<file path="src/rtl/masked_subbytes_seq_if.sv">
// State-stream bundle: one valid/ready handshake carrying a 128-bit AES state as three Boolean shares.
// The producer drives valid and the shares. The consumer drives ready.
interface masked_subbytes_seq_if;
  logic         valid;
  logic         ready;
  logic [127:0] share1;
  logic [127:0] share2;
  logic [127:0] share3;

  modport master (output valid, output share1, output share2, output share3, input ready);
  modport slave  (input valid, input share1, input share2, input share3, output ready);
endinterface

</file>
<file path="src/rtl/masked_subbytes_seq.sv">
// Serial SubBytes sequencer for a three-share masked AES S-box.
// It streams one byte per cycle into the S-box, collects the pipelined results and returns the whole state at once.
module masked_subbytes_seq #(
  parameter int SBOX_LAT = 2,
  parameter int NBYTES   = 16
) (
  input  logic       clk,
  input  logic       rst,
  masked_subbytes_seq_if.slave  in_if,
  masked_subbytes_seq_if.master out_if,
  output logic [7:0] sbox_in_share1,
  output logic [7:0] sbox_in_share2,
  output logic [7:0] sbox_in_share3,
  input  logic [7:0] sbox_out_share1,
  input  logic [7:0] sbox_out_share2,
  input  logic [7:0] sbox_out_share3,
  output logic       prng_en
);

  localparam int W  = 8 * NBYTES;
  localparam int CW = $clog2(NBYTES + 1);

  typedef enum logic [1:0] {IDLE, ISSUE, DRAIN, DONE} state_e;

  state_e              state_q, state_d;
  logic [CW-1:0]       issue_cnt_q, issue_cnt_d;
  logic [CW-1:0]       cap_cnt_q, cap_cnt_d;
  logic [SBOX_LAT-1:0] vld_q, vld_d;

  logic accept;
  logic issue_step;
  logic cap_step;
  logic publish;

  // Per-share views so that each share gets its own datapath lane
  logic [W-1:0] in_a     [3];
  logic [W-1:0] out_a    [3];
  logic [7:0]   sbox_in_a  [3];
  logic [7:0]   sbox_out_a [3];

  assign in_a[0]       = in_if.share1;
  assign in_a[1]       = in_if.share2;
  assign in_a[2]       = in_if.share3;
  assign sbox_out_a[0] = sbox_out_share1;
  assign sbox_out_a[1] = sbox_out_share2;
  assign sbox_out_a[2] = sbox_out_share3;
  assign out_if.share1 = out_a[0];
  assign out_if.share2 = out_a[1];
  assign out_if.share3 = out_a[2];
  assign sbox_in_share1 = sbox_in_a[0];
  assign sbox_in_share2 = sbox_in_a[1];
  assign sbox_in_share3 = sbox_in_a[2];

  always_ff @(posedge clk) begin
    if (rst) begin
      state_q     <= IDLE;
      issue_cnt_q <= '0;
      cap_cnt_q   <= '0;
      vld_q       <= '0;
    end else begin
      state_q     <= state_d;
      issue_cnt_q <= issue_cnt_d;
      cap_cnt_q   <= cap_cnt_d;
      vld_q       <= vld_d;
    end
  end

  always_comb begin
    state_d      = state_q;
    issue_cnt_d  = issue_cnt_q;
    cap_cnt_d    = cap_cnt_q;
    accept       = 1'b0;
    issue_step   = 1'b0;
    publish      = 1'b0;
    in_if.ready  = (state_q == IDLE);
    out_if.valid = (state_q == DONE);
    prng_en      = (state_q == ISSUE);

    // A byte sits on the S-box inputs in every ISSUE cycle. Its result emerges SBOX_LAT cycles later.
    vld_d    = (vld_q << 1) | SBOX_LAT'(state_q == ISSUE);
    cap_step = vld_q[SBOX_LAT-1];
    if (cap_step) begin
      cap_cnt_d = cap_cnt_q + 1'b1;
    end

    case (state_q)
      IDLE: begin
        if (in_if.valid) begin
          accept      = 1'b1;
          issue_cnt_d = CW'(1);
          cap_cnt_d   = '0;
          state_d     = ISSUE;
        end
      end
      ISSUE: begin
        if (issue_cnt_q == CW'(NBYTES)) begin
          state_d = DRAIN;
        end else begin
          issue_step  = 1'b1;
          issue_cnt_d = issue_cnt_q + 1'b1;
        end
      end
      DRAIN: begin
        if (cap_cnt_q == CW'(NBYTES)) begin
          publish = 1'b1;
          state_d = DONE;
        end
      end
      DONE: begin
        if (out_if.ready) begin
          state_d = IDLE;
        end
      end
      default: state_d = IDLE;
    endcase
  end

  // One lane per share; shares are never combined with each other.
  // The result register is separate from the collect buffer, so a partial result never reaches the output.
  genvar gi;
  generate
    for (gi = 0; gi < 3; gi++) begin : g_lane
      logic [W-1:0] st_q, st_d;
      logic [W-1:0] col_q, col_d;
      logic [W-1:0] res_q, res_d;
      logic [7:0]   sin_q, sin_d;

      always_comb begin
        st_d  = st_q;
        col_d = col_q;
        res_d = res_q;
        sin_d = 8'h00;
        if (accept) begin
          sin_d = in_a[gi][7:0];
          st_d  = in_a[gi] >> 8;
        end else if (issue_step) begin
          sin_d = st_q[7:0];
          st_d  = st_q >> 8;
        end
        if (cap_step) begin
          col_d = {sbox_out_a[gi], col_q[W-1:8]};
        end
        if (publish) begin
          res_d = col_q;
        end
      end

      always_ff @(posedge clk) begin
        if (rst) begin
          st_q  <= '0;
          col_q <= '0;
          res_q <= '0;
          sin_q <= 8'h00;
        end else begin
          st_q  <= st_d;
          col_q <= col_d;
          res_q <= res_d;
          sin_q <= sin_d;
        end
      end

      assign sbox_in_a[gi] = sin_q;
      assign out_a[gi]     = res_q;
    end
  endgenerate

endmodule

</file>
<file path="src/flat_wrapper.sv">
// flat-port wrapper written by rule: the top's interface ports become plain ports
module masked_subbytes_seq_flat 
#(
  parameter int SBOX_LAT = 2,
  parameter int NBYTES   = 16
)
  (clk, rst, sbox_in_share1, sbox_in_share2, sbox_in_share3, sbox_out_share1, sbox_out_share2, sbox_out_share3, prng_en, in_if_valid, in_if_share1, in_if_share2, in_if_share3, in_if_ready, out_if_valid, out_if_share1, out_if_share2, out_if_share3, out_if_ready);
  masked_subbytes_seq_if in_if_i ();
  masked_subbytes_seq_if out_if_i ();
  input  logic clk;
  input  logic rst;
  output logic [7:0] sbox_in_share1;
  output logic [7:0] sbox_in_share2;
  output logic [7:0] sbox_in_share3;
  input  logic [7:0] sbox_out_share1;
  input  logic [7:0] sbox_out_share2;
  input  logic [7:0] sbox_out_share3;
  output logic prng_en;
  input wire logic [$bits(in_if_i.valid)-1:0] in_if_valid;
  input wire logic [$bits(in_if_i.share1)-1:0] in_if_share1;
  input wire logic [$bits(in_if_i.share2)-1:0] in_if_share2;
  input wire logic [$bits(in_if_i.share3)-1:0] in_if_share3;
  output wire logic [$bits(in_if_i.ready)-1:0] in_if_ready;
  output wire logic [$bits(out_if_i.valid)-1:0] out_if_valid;
  output wire logic [$bits(out_if_i.share1)-1:0] out_if_share1;
  output wire logic [$bits(out_if_i.share2)-1:0] out_if_share2;
  output wire logic [$bits(out_if_i.share3)-1:0] out_if_share3;
  input wire logic [$bits(out_if_i.ready)-1:0] out_if_ready;
  assign in_if_i.valid = in_if_valid;
  assign in_if_i.share1 = in_if_share1;
  assign in_if_i.share2 = in_if_share2;
  assign in_if_i.share3 = in_if_share3;
  assign in_if_ready = in_if_i.ready;
  assign out_if_valid = out_if_i.valid;
  assign out_if_share1 = out_if_i.share1;
  assign out_if_share2 = out_if_i.share2;
  assign out_if_share3 = out_if_i.share3;
  assign out_if_i.ready = out_if_ready;
  masked_subbytes_seq #(.SBOX_LAT(SBOX_LAT), .NBYTES(NBYTES)) u_core (.clk(clk), .rst(rst), .in_if(in_if_i), .out_if(out_if_i), .sbox_in_share1(sbox_in_share1), .sbox_in_share2(sbox_in_share2), .sbox_in_share3(sbox_in_share3), .sbox_out_share1(sbox_out_share1), .sbox_out_share2(sbox_out_share2), .sbox_out_share3(sbox_out_share3), .prng_en(prng_en));
endmodule
</file>
<file path="config.mk">
export PLATFORM = sky130hd
export DESIGN_NAME = masked_subbytes_seq_flat
export DESIGN_NICKNAME = d
export VERILOG_FILES = /design/src/rtl/masked_subbytes_seq_if.sv /design/src/rtl/masked_subbytes_seq.sv /design/src/flat_wrapper.sv
export SDC_FILE = /design/constraint.sdc
export NUM_CORES = 2
export LEC_CHECK = 0
export CORE_ASPECT_RATIO = 2
export CORE_MARGIN = 5
export CORE_UTILIZATION = 45
export DETAILED_ROUTE_END_ITERATION = 8
export GPL_TIMING_DRIVEN = 0
export HOLD_SLACK_MARGIN = 0.05
export PLACE_DENSITY = 0.74
export SETUP_SLACK_MARGIN = 0.5
export SYNTH_ARGS = -nofsm -noshare
export SYNTH_HDL_FRONTEND = slang
export SYNTH_SLANG_ARGS = --single-unit
</file>
<file path="constraint.sdc">
create_clock -name clk -period 4.65 [get_ports clk]
set_clock_uncertainty 0.1 [all_clocks]
set_input_delay 0.93 -clock clk [delete_from_list [all_inputs] [get_ports clk]]
set_output_delay 0.93 -clock clk [all_outputs]
set_load 0.02 [all_outputs]
</file>
# Word level (Yosys, flattened, before mapping)
# Index checks and enable logic that the tools add are counted.
# word_totals
register_bits,1166
elab_cells,63
# op_classes
add_sub_neg,2
n_eq_ne,10
n_mux,29
bitwise_logic,1
n_reduce_logical,5
# ops
operator,n
120-bit two-way mux,6
8-bit two-way mux,6
5-bit two-way mux,5
5-bit by 1-bit adder with 5-bit output (second input constant),2
5-bit equality test (second input constant),2
5-bit one-hot mux with 2 select lines,1
2-bit two-way mux,4
2-bit one-hot mux with 4 select lines,1
1-bit two-way mux,6
2-bit by 1-bit inequality test with 1-bit output (second input constant),3
2-bit equality test (second input constant),2
2-bit inequality test (second input constant),2
4-bit AND reduction,1
2-bit nonzero test,2
3-bit AND reduction,1
2-bit by 1-bit equality test with 1-bit output (second input constant),1
2-bit zero test,1
2-bit by 1-bit OR with 2-bit output,1

# Logic depth before layout (Yosys ltp)
# logic_depth
ltp_word,5
depth_mapped,9
ltp_nobuf,6

# Worst setup path before layout
# No wires, ideal clock.
# synth_timing
path_kind,in2reg
from,input port rst
to,register u_core.g_lane[0].col_q[0]
arrival_ps,1883
t_required_ps,4422
path_slack_ps,2539
stages,5
cell_sequence,buf_2 -> buf_2 -> clkbuf_1 -> buf_1 -> nor2_1
# synth_lines
element,line_no,rtl
start: declaration,flat_wrapper.sv:11,input logic rst;
end signal: assignment,masked_subbytes_seq.sv:156,col_q <= col_d;
end: declaration,masked_subbytes_seq.sv:124,"logic [W-1:0] col_q, col_d;"
# No word-level cell between the ends.

# Final worst setup path
# layout_timing
from,register u_core.state_q[0]
to,"register u_core.g_lane[0].sin_q[0], in the netlist u_core.sbox_in_share1[0]"
# layout_via
elab_chain_len,4
# layout_lines
element,line_no,rtl
start: declaration,masked_subbytes_seq.sv:25,"state_e state_q, state_d;"
start signal: assignment,masked_subbytes_seq.sv:61,state_q <= state_d;
2-bit by 1-bit equality test with 1-bit output,masked_subbytes_seq.sv:86,case (state_q)
1-bit two-way mux,masked_subbytes_seq.sv:86,
8-bit two-way mux,masked_subbytes_seq.sv:136,end else if (issue_step) begin
8-bit two-way mux *,masked_subbytes_seq.sv:133,if (accept) begin
end signal: assignment,masked_subbytes_seq.sv:158,sin_q <= sin_d;
end: declaration,masked_subbytes_seq.sv:126,"logic [7:0] sin_q, sin_d;"
# Every way passes the cells marked *; elsewhere a longest branch is shown, timed or not.
# A chain may end at the register's enable or synchronous reset.

==> impl_results.md <==
* Grt ovf at 0
* Worst min path class: register to register
* Peak VDD IR at 425 uV
* CTS tree: done
* Startpoint types: register
* Die area at 102,000 sq um
* Total design power at 0.0265 W
* Filler cells at 8,424
* DRT Wirelength at 168,000 microns
* Area growth, synth to finish at 31.1%
* Antenna violations before repair at 24
* Leakage at 19.2 nW
* Synth Net Count at 5,488
* Kind of cell adding the most delay to the critical path: buffers and inverters
* Mean cell area of the mapped netlist at 8.48 sq um
* Post-synth top area share at 54.3%
* Sw Pwr at 0.00829 W
* Clock buffer depth at 3
* Nets@finish at 6,413
* Final hold vios at 0
* Post-CTS setup repair buffer count at 0
* FF+latch count, synth at 1,166
* Global-route wire length before repair at 248,000 microns
* IO Port Bufs at 821
* Max Freq at 286 MHz
* Cell mode on critical path: clkbuf_1
* Clk pin slew, worst setup/hold paths at 0.07 ns
* CP endpoint kind: register
* Final Max Slew Viols at 0
* HP Start: u_core.g_lane[0].col_q[4]
* Post-CTS resize count at 0
* Worst path bufs/invs at 3
* Yosys warning total at 0
* Pwr/cell area at 470 nW/um^2
* Share of layout cells above drive strength 1 at 5.50%
* Worst relative slew slack at 37.2%
* Remaining DRCs at 0
* Largest net degree at the start of global routing at 17
* Internal reg-to-reg setup slack at 1.15 ns
* Worst hold slack at 0.343 ns
* Register area at 23,300 sq um
* Root buffer cell: clkbuf_16
* Hold Path Depth at 2
* FF-to-FF End: u_core.sbox_in_share1[0]
* Combinational Power Share at 21.2%
* CP arrival at 3.94 ns
* Crit-path cells: inv_1 -> ha_1 -> nand2_1 -> clkbuf_1 -> clkbuf_1 -> nand3_1 -> a21oi_1
* Top post-synthesis cells by area: dfxtp_1 54%, nand2_1 13%, mux2i_1 9.0%, a21oi_1 5.1%, a31oi_1 4.9%
* Clock sink count at 1,166
* Setup TNS at 0 ns
* Gpl congestion at 0.972
* Slowest CP cell: clkbuf_1
* WL per Instance at 23.0 microns
* Crit path kind: register to register
* Slowest stage delay, CP at 0.68 ns
* Internal cell power at 0.0182 W
* Multi-input logic area at 17,500 sq um
* Sequential fraction of the synthesis area at 54.3%
* H-tree Lvls at 3
* Via density at 5.37
* Post-Synthesis Cells at 5,067
* Final period util at 75.2%
* Worst Path Max Fanout at 10
* Routed Antenna Nets at 0
* Period minus WS final at 3.50 ns
* WP data required at 5.09 ns
* Total GRT Usage at 31.7%
* Die X at 228 microns
* Top cell type by total area after synthesis: dfxtp_1
* Sw frac at 31.3%
* Final Setup Violations at 0
* Hold_buf cts at 0
* First-pass detailed-route iteration total at 6
* Worst skew pair latency at 0.71 ns
* Slew at the pin closest to its max-slew limit at 0.942 ns
* Status: finished, final reports clean
* Hold Path End: u_core.out_if.share1[4]
* FF-to-FF Start: u_core.state_q[0]
* Synth unique cells at 34
* Clock share of power at 34.3%
* Starting density of the core at 45.3%
* Commonest non-fill, non-tap cells in the layout: 1,495 x nand2_1, 1,166 x dfxtp_1, 821 x clkdlybuf4s50_1
* Synthesized area at 43,000 sq um
* RSZ-0062 raised after global routing: false
* HPWL after DPL at 133,000 microns
* CTS buffer count at 102
* Vias in the first global route at 39,108
* Core Region at 94,900 sq um
* Seq pwr share at 44.5%
* R2r worst-path depth at 7
* Most common cell after layout, fill and taps aside: nand2_1
* Max Cap Viol at 0
* # IOs at 823
* Die Ht at 447 microns
* Initial DRC Count at 2,587
* Via count at 39,189
* Core Rows at 160
Yosys cell counts:
cell type,number
nand2_1,1495
dfxtp_1,1166
a21oi_1,435
nor2_1,386
mux2i_1,385
a31oi_1,338
o21ai_0,338
clkbuf_1,241
buf_2,100
nand3_1,51
buf_6,35
buf_4,27
buf_1,19
inv_1,10
ha_1,9
nor3_1,5
nand2b_1,3
xor2_1,3
a311oi_1,2
a41oi_1,2
and2_1,2
nand4_1,2
nor2b_1,2
a211oi_1,1
a21o_1,1
a41o_1,1
and4bb_2,1
and4bb_4,1
nand2_2,1
nor2_4,1
nor4_1,1
o221a_2,1
o22ai_1,1
xnor2_1,1
worst max path at each step:
stage                            startpoint                         to  slack, ns  depth (start not counted)
after floorplan                         rst  u_core.g_lane[0].col_q[0]       2.54                          5
after global placement          in_if_valid   u_core.sbox_in_share1[0]       0.33                          6
after detailed placement        in_if_valid   u_core.sbox_in_share1[0]       0.33                          6
after CTS                 u_core.state_q[0]   u_core.sbox_in_share1[0]       1.00                          7
after global routing      u_core.state_q[0]   u_core.sbox_in_share1[0]       0.99                          7
final                     u_core.state_q[0]   u_core.sbox_in_share1[0]       1.15                          7
power by group through the flow:
stage	Combinational, W	Clock [W]	Sequential (W)
floorplan	0.00362	0	0.0118
global placement	0.00550	0	0.0120
detailed placement	0.00555	0	0.0120
CTS	0.00560	0.00919	0.0118
global route	0.00614	0.00962	0.0119
finish	0.00561	0.00908	0.0118
flip-flops by register name, indices dropped and copies added, names as in the netlist, 5 cells and up:
register,flops
u_core.out_if.share2,128
u_core.g_lane.st_q,360
u_core.g_lane.col_q,384
u_core.out_if.share1,128
u_core.issue_cnt_q,5
u_core.cap_cnt_q,5
u_core.sbox_in_share1,8
u_core.sbox_in_share2,8
u_core.out_if.share3,128
u_core.sbox_in_share3,8
kinds of logic (layout without fill, tap and decap cells):
family / count (synthesis) / count (layout) / synth area share, %
simple gates: 1951 / 1951 / 17.3
flops: 1166 / 1166 / 54.3
compound gates: 1120 / 1120 / 14.1
buf+inv: 432 / 1441 / 4.91
mux: 385 / 385 / 8.97
fa+ha+maj: 9 / 9 / 0.262
xor+xnor: 4 / 4 / 0.0816
other cells: 0 / 12 / 0
per-layer routing:
| metal | routed length, microns | global-route usage [%] | vias up |
|---|---|---|---|
| li1 | - | - | 18786 |
| met1 | 59400 | 32.7 | 18579 |
| met2 | 85500 | 58.2 | 1494 |
| met3 | 14900 | 10.9 | 306 |
| met4 | 7840 | 13.1 | 24 |
| met5 | 135 | 0 | - |
per-stage QoR:
step / utilization [%] / area (sq um) / setup WS (ns) / instances
2_1_floorplan: - / 43000 / 2.54 / 5067
3_3_place_gp: 55.5 / 52700 / 0.332 / 7103
3_5_place_dp: 55.5 / 52700 / 0.332 / 7103
4_1_cts: 59.3 / 56300 / 1.00 / 7291
5_1_grt: 59.3 / 56300 / 0.994 / 7294
6_report: 59.3 / 56300 / 1.15 / 7303
worst reg2reg max path, stage by stage (launching register included):
cell	delay, ns
dfxtp_1	0.38
inv_1	0.10
ha_1	0.30
nand2_1	0.54
clkbuf_1	0.55
clkbuf_1	0.68
nand3_1	0.15
a21oi_1	0.54
cell type report:
type | instances | share of cell area (%)
multi-input combinational | 3469 | 31.1
clock inverter | 44 | 1.18
tap | 1215 | 2.70
antenna | 12 | 0.0533
sequential | 1166 | 41.4
buffer | 422 | 3.68
inverter | 10 | 0.0667
timing repair buffer | 821 | 14.6
clock buffer | 144 | 5.19
No activity file was read; power rests on OpenSTA's default activity.
